$ cat src/rtl/uart_pkg.sv
// Shared constants for the UART TX arbiter: byte/grant widths and FSM state encodings.
package uart_pkg;

  localparam int unsigned BYTE_W  = 8;
  localparam int unsigned GRANT_W = 3;

  localparam logic [1:0] ST_IDLE      = 2'd0;
  localparam logic [1:0] ST_START     = 2'd1;
  localparam logic [1:0] ST_WAIT_DONE = 2'd2;
  localparam logic [1:0] ST_HOLD      = 2'd3;

endpackage

$ cat src/rtl/uart_rr_pick.sv
// Combinational rotate-priority picker: first set request at or after ptr, wrapping.
module uart_rr_pick #(
  parameter int unsigned N_REQ = 4,
  localparam int unsigned PTR_W = (N_REQ > 1) ? $clog2(N_REQ) : 1
) (
  input  logic [N_REQ-1:0] req,
  input  logic [PTR_W-1:0] ptr,
  output logic             any,
  output logic [PTR_W-1:0] idx
);

  logic [PTR_W:0] cand;

  always_comb begin
    any  = 1'b0;
    idx  = '0;
    cand = '0;
    for (int unsigned k = 0; k < N_REQ; k++) begin
      cand = {1'b0, ptr} + (PTR_W + 1)'(k);
      if (cand >= (PTR_W + 1)'(N_REQ)) begin
        cand = cand - (PTR_W + 1)'(N_REQ);
      end
      if (!any && req[cand[PTR_W-1:0]]) begin
        any = 1'b1;
        idx = cand[PTR_W-1:0];
      end
    end
  end

endmodule

$ cat src/rtl/uart_tx_arbiter.sv
// Round-robin arbiter sharing one uart_tx among N_REQ byte sources, with optional
// packet lock and a start-without-busy timeout that drops the stuck byte.
module uart_tx_arbiter
  import uart_pkg::*;
#(
  parameter int unsigned N_REQ        = 4,
  parameter bit          LOCK_EN      = 1'b1,
  parameter int unsigned BUSY_TIMEOUT = 16
) (
  input  logic                    clk,
  input  logic                    reset_n,
  input  logic [N_REQ-1:0]        req_valid,
  input  logic [N_REQ*BYTE_W-1:0] req_data,
  input  logic [N_REQ-1:0]        req_last,
  output logic [N_REQ-1:0]        req_ready,
  output logic                    grant_valid,
  output logic [GRANT_W-1:0]      grant_id,
  output logic                    tx_start,
  output logic [BYTE_W-1:0]       tx_data,
  input  logic                    tx_busy,
  output logic                    timeout_err
);

  localparam int unsigned PTR_W = (N_REQ > 1) ? $clog2(N_REQ) : 1;
  localparam int unsigned CNT_W = $clog2(BUSY_TIMEOUT + 1);

  logic [1:0]        state_q, state_d;
  logic [PTR_W-1:0]  rr_ptr_q, rr_ptr_d;
  logic [PTR_W-1:0]  owner_q, owner_d;
  logic              lock_q, lock_d;
  logic              grant_valid_q, grant_valid_d;
  logic [BYTE_W-1:0] data_q, data_d;
  logic [CNT_W-1:0]  cnt_q, cnt_d;
  logic              timeout_q, timeout_d;

  logic [BYTE_W-1:0] req_bytes [N_REQ];
  logic              pick_any;
  logic [PTR_W-1:0]  pick_idx;
  logic [PTR_W-1:0]  owner_next;
  logic [PTR_W-1:0]  sel;
  logic              take;

  always_comb begin
    for (int unsigned i = 0; i < N_REQ; i++) begin
      req_bytes[i] = req_data[i*BYTE_W +: BYTE_W];
    end
  end

  uart_rr_pick #(
    .N_REQ (N_REQ)
  ) u_pick (
    .req (req_valid),
    .ptr (rr_ptr_q),
    .any (pick_any),
    .idx (pick_idx)
  );

  always_comb begin
    owner_next = (owner_q == PTR_W'(N_REQ - 1)) ? '0 : owner_q + 1'b1;
  end

  always_comb begin
    state_d       = state_q;
    rr_ptr_d      = rr_ptr_q;
    owner_d       = owner_q;
    lock_d        = lock_q;
    grant_valid_d = grant_valid_q;
    data_d        = data_q;
    cnt_d         = cnt_q;
    timeout_d     = 1'b0;
    req_ready     = '0;
    sel           = (state_q == ST_HOLD) ? owner_q : pick_idx;
    take          = 1'b0;

    unique case (state_q)
      ST_IDLE: take = pick_any;
      ST_HOLD: take = req_valid[owner_q];
      ST_START: begin
        // tx_busy takes priority over an expiring timeout in the same cycle
        if (tx_busy) begin
          state_d = ST_WAIT_DONE;
        end else if (cnt_q == CNT_W'(BUSY_TIMEOUT - 1)) begin
          timeout_d     = 1'b1;
          lock_d        = 1'b0;
          grant_valid_d = 1'b0;
          rr_ptr_d      = owner_next;
          state_d       = ST_IDLE;
        end else if (cnt_q < CNT_W'(BUSY_TIMEOUT)) begin
          cnt_d = cnt_q + 1'b1;
        end
      end
      ST_WAIT_DONE: begin
        if (!tx_busy) begin
          if (lock_q) begin
            state_d = ST_HOLD;
          end else begin
            grant_valid_d = 1'b0;
            rr_ptr_d      = owner_next;
            state_d       = ST_IDLE;
          end
        end
      end
      default: state_d = ST_IDLE;
    endcase

    if (take) begin
      req_ready[sel] = 1'b1;
      data_d         = req_bytes[sel];
      owner_d        = sel;
      lock_d         = LOCK_EN && !req_last[sel];
      grant_valid_d  = 1'b1;
      cnt_d          = '0;
      state_d        = ST_START;
    end
  end

  always_ff @(posedge clk or negedge reset_n) begin
    if (!reset_n) begin
      state_q       <= ST_IDLE;
      rr_ptr_q      <= '0;
      owner_q       <= '0;
      lock_q        <= 1'b0;
      grant_valid_q <= 1'b0;
      data_q        <= '0;
      cnt_q         <= '0;
      timeout_q     <= 1'b0;
    end else begin
      state_q       <= state_d;
      rr_ptr_q      <= rr_ptr_d;
      owner_q       <= owner_d;
      lock_q        <= lock_d;
      grant_valid_q <= grant_valid_d;
      data_q        <= data_d;
      cnt_q         <= cnt_d;
      timeout_q     <= timeout_d;
    end
  end

  assign grant_valid = grant_valid_q;
  assign grant_id    = GRANT_W'(owner_q);
  assign tx_start    = (state_q == ST_START);
  assign tx_data     = data_q;
  assign timeout_err = timeout_q;

endmodule
$ cat config.mk
export PLATFORM = sky130hd
export DESIGN_NAME = uart_tx_arbiter
export DESIGN_NICKNAME = d
export VERILOG_FILES = /design/src/rtl/uart_pkg.sv /design/src/rtl/uart_rr_pick.sv /design/src/rtl/uart_tx_arbiter.sv
export SDC_FILE = /design/constraint.sdc
export NUM_CORES = 1
export LEC_CHECK = 0
export ABC_AREA = 1
export ABC_CLOCK_PERIOD_IN_PS = 1900
export BUFFER_PORTS_ARGS = -buffer_cell sky130_fd_sc_hd__buf_4
export CAP_MARGIN = 20
export CELL_PAD_IN_SITES_DETAIL_PLACEMENT = 1
export CELL_PAD_IN_SITES_GLOBAL_PLACEMENT = 2
export CORE_AREA = 2 2 111 81
export DETAILED_ROUTE_END_ITERATION = 6
export DIE_AREA = 0 0 113 83
export GPL_TIMING_DRIVEN = 0
export PLACE_DENSITY = 0.79
export REMOVE_ABC_BUFFERS = 1
export SYNTH_ARGS = -nofsm -noshare
export SYNTH_HDL_FRONTEND = slang
export SYNTH_HIERARCHICAL = 1
export SYNTH_SLANG_ARGS = --single-unit
$ cat constraint.sdc
create_clock -name clk -period 1.9 [get_ports clk]
set_input_delay 0.19 -clock clk [delete_from_list [all_inputs] [get_ports clk]]
set_output_delay 0.19 -clock clk [all_outputs]
set_load 0.02 [all_outputs]
# Word level (Yosys, flattened, before mapping)
# Cells that the tools add are included.
# totals
inputBits,43
word_cells,126
output_inout_bits,18
regBits,22
# classes
bitwise,1
n_eq_ne,16
order_cmp,13
reduce_logical,19
mux,60
n_addsub,9
# ops
cell,count
$mux 2,19
$mux 5,5
$mux 1,21
$lt 2x3->1 const B,6
$bmux 8 s2,1
$mux 8,2
$bmux 1 s2,6
$ge 3x3->1 const B,4
$reduce_and 5->1,2
$ne 2x2->1 const B,4
$pmux 2 s2,2
$reduce_bool 2->1,4
$sub 2x1->2 const B,4
$add 2x2->3 const B,2
$eq 2x2->1 const B,3
$ne 3x3->1 const B,2
$reduce_and 3->1,2
$add 5x1->5 const B,1
$eq 5x4->1 const B,1
$lt 5x5->1 const B,1
$logic_and 1x1->1,4
$logic_not 1->1,4
$mux 4,1
$ne 2x1->1 const B,2
14 further kinds,15

# Depth between registers and ports, before layout
# depth
ltp_word,20
ltp_mapped,18

# By module
# Netlist, hierarchy kept.
# by_module_without_submodules
module,cells_each,n_inst,seq_area_each_um2,area_per_inst_um2
uart_tx_arbiter,239,1,550.5,1640.3
uart_rr_pick,59,1,0.0,319.1

# Worst setup path after synthesis
# OpenSTA, ideal clock, no wires.
# synth_path
kind,reg2out
from,register rr_ptr_q[0]
to,output req_ready[1]
path_stages_with_launch,17
arrival_ns,1.886
slack_ns,-0.176
t_required_ns,1.710
path_cell_list,dfrtp_1 -> buf_6 -> nand2_1 -> nand2_4 -> nand2_2 -> nand2_2 -> nor2_4 -> nand3_2 -> nand2_1 -> nand2_1 -> inv_1 -> nand2_2 -> nand2_2 -> buf_6 -> buf_8 -> inv_2 -> nor3_2
# synth_between
elab_chain_len,20
word_cells_on_any_way,45
classes_between,add/sub: 7; order compare: 6; mux: 25; reduce/logical: 7
# synth_lines
item,line,text
start: declaration,uart_tx_arbiter.sv:28,"logic [PTR_W-1:0] rr_ptr_q, rr_ptr_d;"
start signal: assignment,uart_tx_arbiter.sv:129,rr_ptr_q <= rr_ptr_d;
"parallel branches: the longest is 13 deep, another holds $add 2x1->3",-,
$mux 2 (*),uart_rr_pick.sv:23,if (!any && req[cand[PTR_W-1:0]]) begin
net pick_idx[0],uart_tx_arbiter.sv:38,logic [PTR_W-1:0] pick_idx;
$mux 2 (*),uart_tx_arbiter.sv:72,sel = (state_q == ST_HOLD) ? owner_q : pick_idx;
$lt 2x3->1 (implied by the code) or $ge 2x1->1 (tied branches),uart_tx_arbiter.sv:107,req_ready[sel] = 1'b1;
$logic_and 1x1->1 (implied by the code),uart_tx_arbiter.sv:107,
$mux 1 (implied by the code),uart_tx_arbiter.sv:107,
$demux 1 s2 (*),uart_tx_arbiter.sv:107,
$mux 4 (*),uart_tx_arbiter.sv:106,if (take) begin
end: declaration,uart_tx_arbiter.sv:15,"output logic [N_REQ-1:0] req_ready,"
# Mark *: on every way through the listed nets, which the timed path passes. The select of a mux whose other input is x is not followed.

# Final worst setup path
# layout_path
from,register rr_ptr_q[0]
to,output req_ready[3]
# The elaborated chain is that of the path after synthesis.

==> flow_metrics.py <==
metrics = {
    "power": {
        "ir_drop_v": 0.0007362,
        "leakage_nw": 1.545,
        "power_density_nw_per_um2": 2124,
        "power_mw": 6.224,
    },
    "clocking": {
        "cts_made_buffers": 3,
        "clock_path_buffers": 2,
        "ctsHtreeMaxLevel": 1,
        "cts_tree": "built",
        "clk-insertion-delay-late_ns": 0.26,
        "cts_sinks": 22,
        "clockRootBuffer": "clkbuf_16",
        "clkTransAtPathRegs_ns": 0.06,
    },
    "synth": {
        "synth_compound_area_share_pct": 6.450,
        "yosysWarnings": 6,
        "ys_seq_elements": 22,
        "synth_top_family_by_area": "simple AND/OR/NAND/NOR gates",
        "synthMuxAreaShare_pct": 0,
        "synth_cells": 298,
        "synth.distinct_cells": 31,
        "synthesis.area_um2": 1959,
        "synth-xor-area-share_pct": 0.4470,
        "synthSimpleGateAreaFrac_pct": 46.93,
        "synth_adder_area_share_pct": 4.470,
        "ys_seq_area_share_pct": 28.10,
        "avgSynthCellArea_um2": 6.575,
    },
    "die": {
        "core_um2": 8268,
        "die_w_um": 113,
        "rows": 28,
        "start_util_pct": 23.70,
        "die_y_um": 83,
        "dieArea_um2": 9379,
        "ios": 61,
    },
    "finish": {
        "drive_gt1_share_pct": 40.16,
        "seq_area_um2": 553.0,
        "diodes": 0,
        "fin_cells": 476,
        "nNetsFinal": 422,
        "final_area_um2": 2930,
        "final_cell_mix": "nand2_1 (93), buf_4 (69), inv_1 (34), nand3_1 (22), dfrtp_1 (20)",
        "syn_to_final_growth_pct": 49.55,
        "utilization_pct": 35.44,
        "multi_input_comb_area_um2": 1339,
        "final_common_cell": "nand2_1",
        "fill_cells": 1053,
    },
    "sta": {
        "period_share_pct": 119.4,
        "setup_tns_ns": -3.393,
        "worst_hold_slack_ns": 0.2252,
        "worst_slack_ns": -0.3690,
        "fmax_mhz": 440.7,
        "hold_viol_final": 0,
        "slew_violations": 0,
        "setup_viol": 14,
        "fin_crit_ns": 2.269,
        "fin_worst_skew_ns": 0.003682,
        "rsz0062_at_grt": "yes",
    },
    "critical_path": {
        "worstRegToRegCells": 14,
        "r2r-end": "lock_q",
        "critPathArrivalTime_ns": 2.08,
        "critPathKind": "flop to output port",
        "endpoint_kind": "output port",
        "ff2ff_setup_slack_ns": -0.27,
        "cp.required_ns": 1.71,
        "startpoint_type": "flop",
        "critPathMaxFanout": 8,
        "regToRegStartpoint": "rr_ptr_q[0]",
    },
    "detailed_routing": {
        "vias": 2064,
        "first_pass_iters": 6,
        "final_antenna_net_count": 0,
        "via_per_inst": 4.336,
        "drt-total-wl_um": 6466,
        "post_drt_wl_per_cell_um": 13.58,
        "drc": 2,
        "drt_iter0_drc": 30,
    },
    "placement": {
        "dp_slack_ns": -1.098,
        "placed_area_um2": 2440,
        "place_hpwl_um": 4411,
        "numPortBuffers": 59,
        "gp_congestion": 0.7349,
        "placedCellCount": 451,
    },
    "global_routing": {
        "grt_max_degree": 23,
        "grt.total_usage_pct": 14.16,
        "grt_pass1_vias": 2239,
        "grt-ovfl-total": 0,
        "antenna_found_initial": 0,
        "grt_pass1_wl_um": 10960,
    },
    "hold_path": {
        "hold_start": "tx_busy",
        "hold_depth": 4,
        "min_path_type": "primary input to flop",
        "min_to": "timeout_err",
    },
    "flow_run": {
        "maxCapViolations": 0,
    },
    "outcome": {
        "status": "finished with violations",
        "violations": "design-rule violations, negative setup slack",
    },
}
==> final cells by class <==
class,instances,area share [%]
Multi-Input combinational cell,222,45.69
Timing Repair Buffer,78,21.65
Sequential cell,22,18.87
Inverter,45,6.277
Tap cell,105,4.483
Clock buffer,4,3.032
==> layer usage <==
metal / GRT usage, % / vias up / part of all wire [%]
li1: - / 1067 / -
met1: 19.47 / 957 / 50
met2: 23.19 / 38 / 45
met3: 3.212 / 2 / 4.6
met4: 1.996 / 0 / 0.53
met5: 0 / - / 0
==> synthesized netlist by cell type (all sizes together) <==
cell type / instances / area, µm²
ha: 7 / 87.58
o21a: 1 / 7.510
inv: 45 / 168.9
conb: 1 / 3.750
nand3b: 10 / 75.07
xor2: 1 / 8.760
o21bai: 1 / 7.510
nand2b: 1 / 6.260
nand2: 121 / 516.7
a21oi: 1 / 5.000
o21ai: 19 / 98.85
buf: 9 / 82.57
nor3: 4 / 40.04
nor2: 23 / 113.9
nand3: 27 / 155.2
dfrtp: 22 / 550.5
o211ai: 1 / 7.510
clkbuf: 2 / 11.26
nand4: 2 / 12.51
==> how the worst max path moves through the flow <==
stage / endpoint / cells past startpoint / slack (ns) / from
after CTS: req_ready[2] / 13 / -0.39 / rr_ptr_q[0]
after detailed placement: req_ready[1] / 15 / -1.10 / rr_ptr_q[0]
after floorplan: req_ready[1] / 14 / -0.52 / rr_ptr_q[0]
after global placement: req_ready[1] / 15 / -1.03 / rr_ptr_q[0]
after global routing: req_ready[3] / 14 / -0.49 / rr_ptr_q[1]
final: req_ready[3] / 12 / -0.37 / rr_ptr_q[0]
==> power by group <==
group / internal, mW / switching [mW] / leakage [nW]
sequential: 0.675 / 0.204 / 0.277
clock: 0.322 / 0.184 / 0.0442
combinational: 1.91 / 2.93 / 1.22
total: 2.91 / 3.32 / 1.54
==> logic make-up after synthesis <==
kind of cell / count (synthesis)
AND/OR/NAND/NOR: 188
buffers and inverters: 56
AO/OA/AOI/OAI: 23
flip-flops: 22
adder cells (fa/ha/maj): 7
XOR/XNOR: 1
other: 1
==> sequential cells by signal, indices dropped and copies added (netlist names) <==
signal and cells:
grant_valid 1, timeout_err 1, owner_q 2, rr_ptr_q 2, cnt_q 5, lock_q 1
state_q 2, tx_data 8
==> critical path: stages (launching register included) <==
cell	delay (ns)
dfrtp_2	0.48
inv_6	0.13
nand2_2	0.10
nand3_4	0.08
nand2_4	0.08
nor2_4	0.15
nand4_1	0.12
nand3_2	0.11
inv_2	0.06
nand2_2	0.08
o21ai_4	0.09
nor3_2	0.17
buf_4	0.16
==> what timing repair did <==
item                                    CTS  global route
hold endpoints to repair                 22             0
hold buffers                              1             0
cloned                                    2             0
endpoints found under the setup margin   23            22
pin swaps                                19             9
setup buffers                            14             5
gates resized for setup                  28            28
No activity file was read; power rests on OpenSTA's default activity.
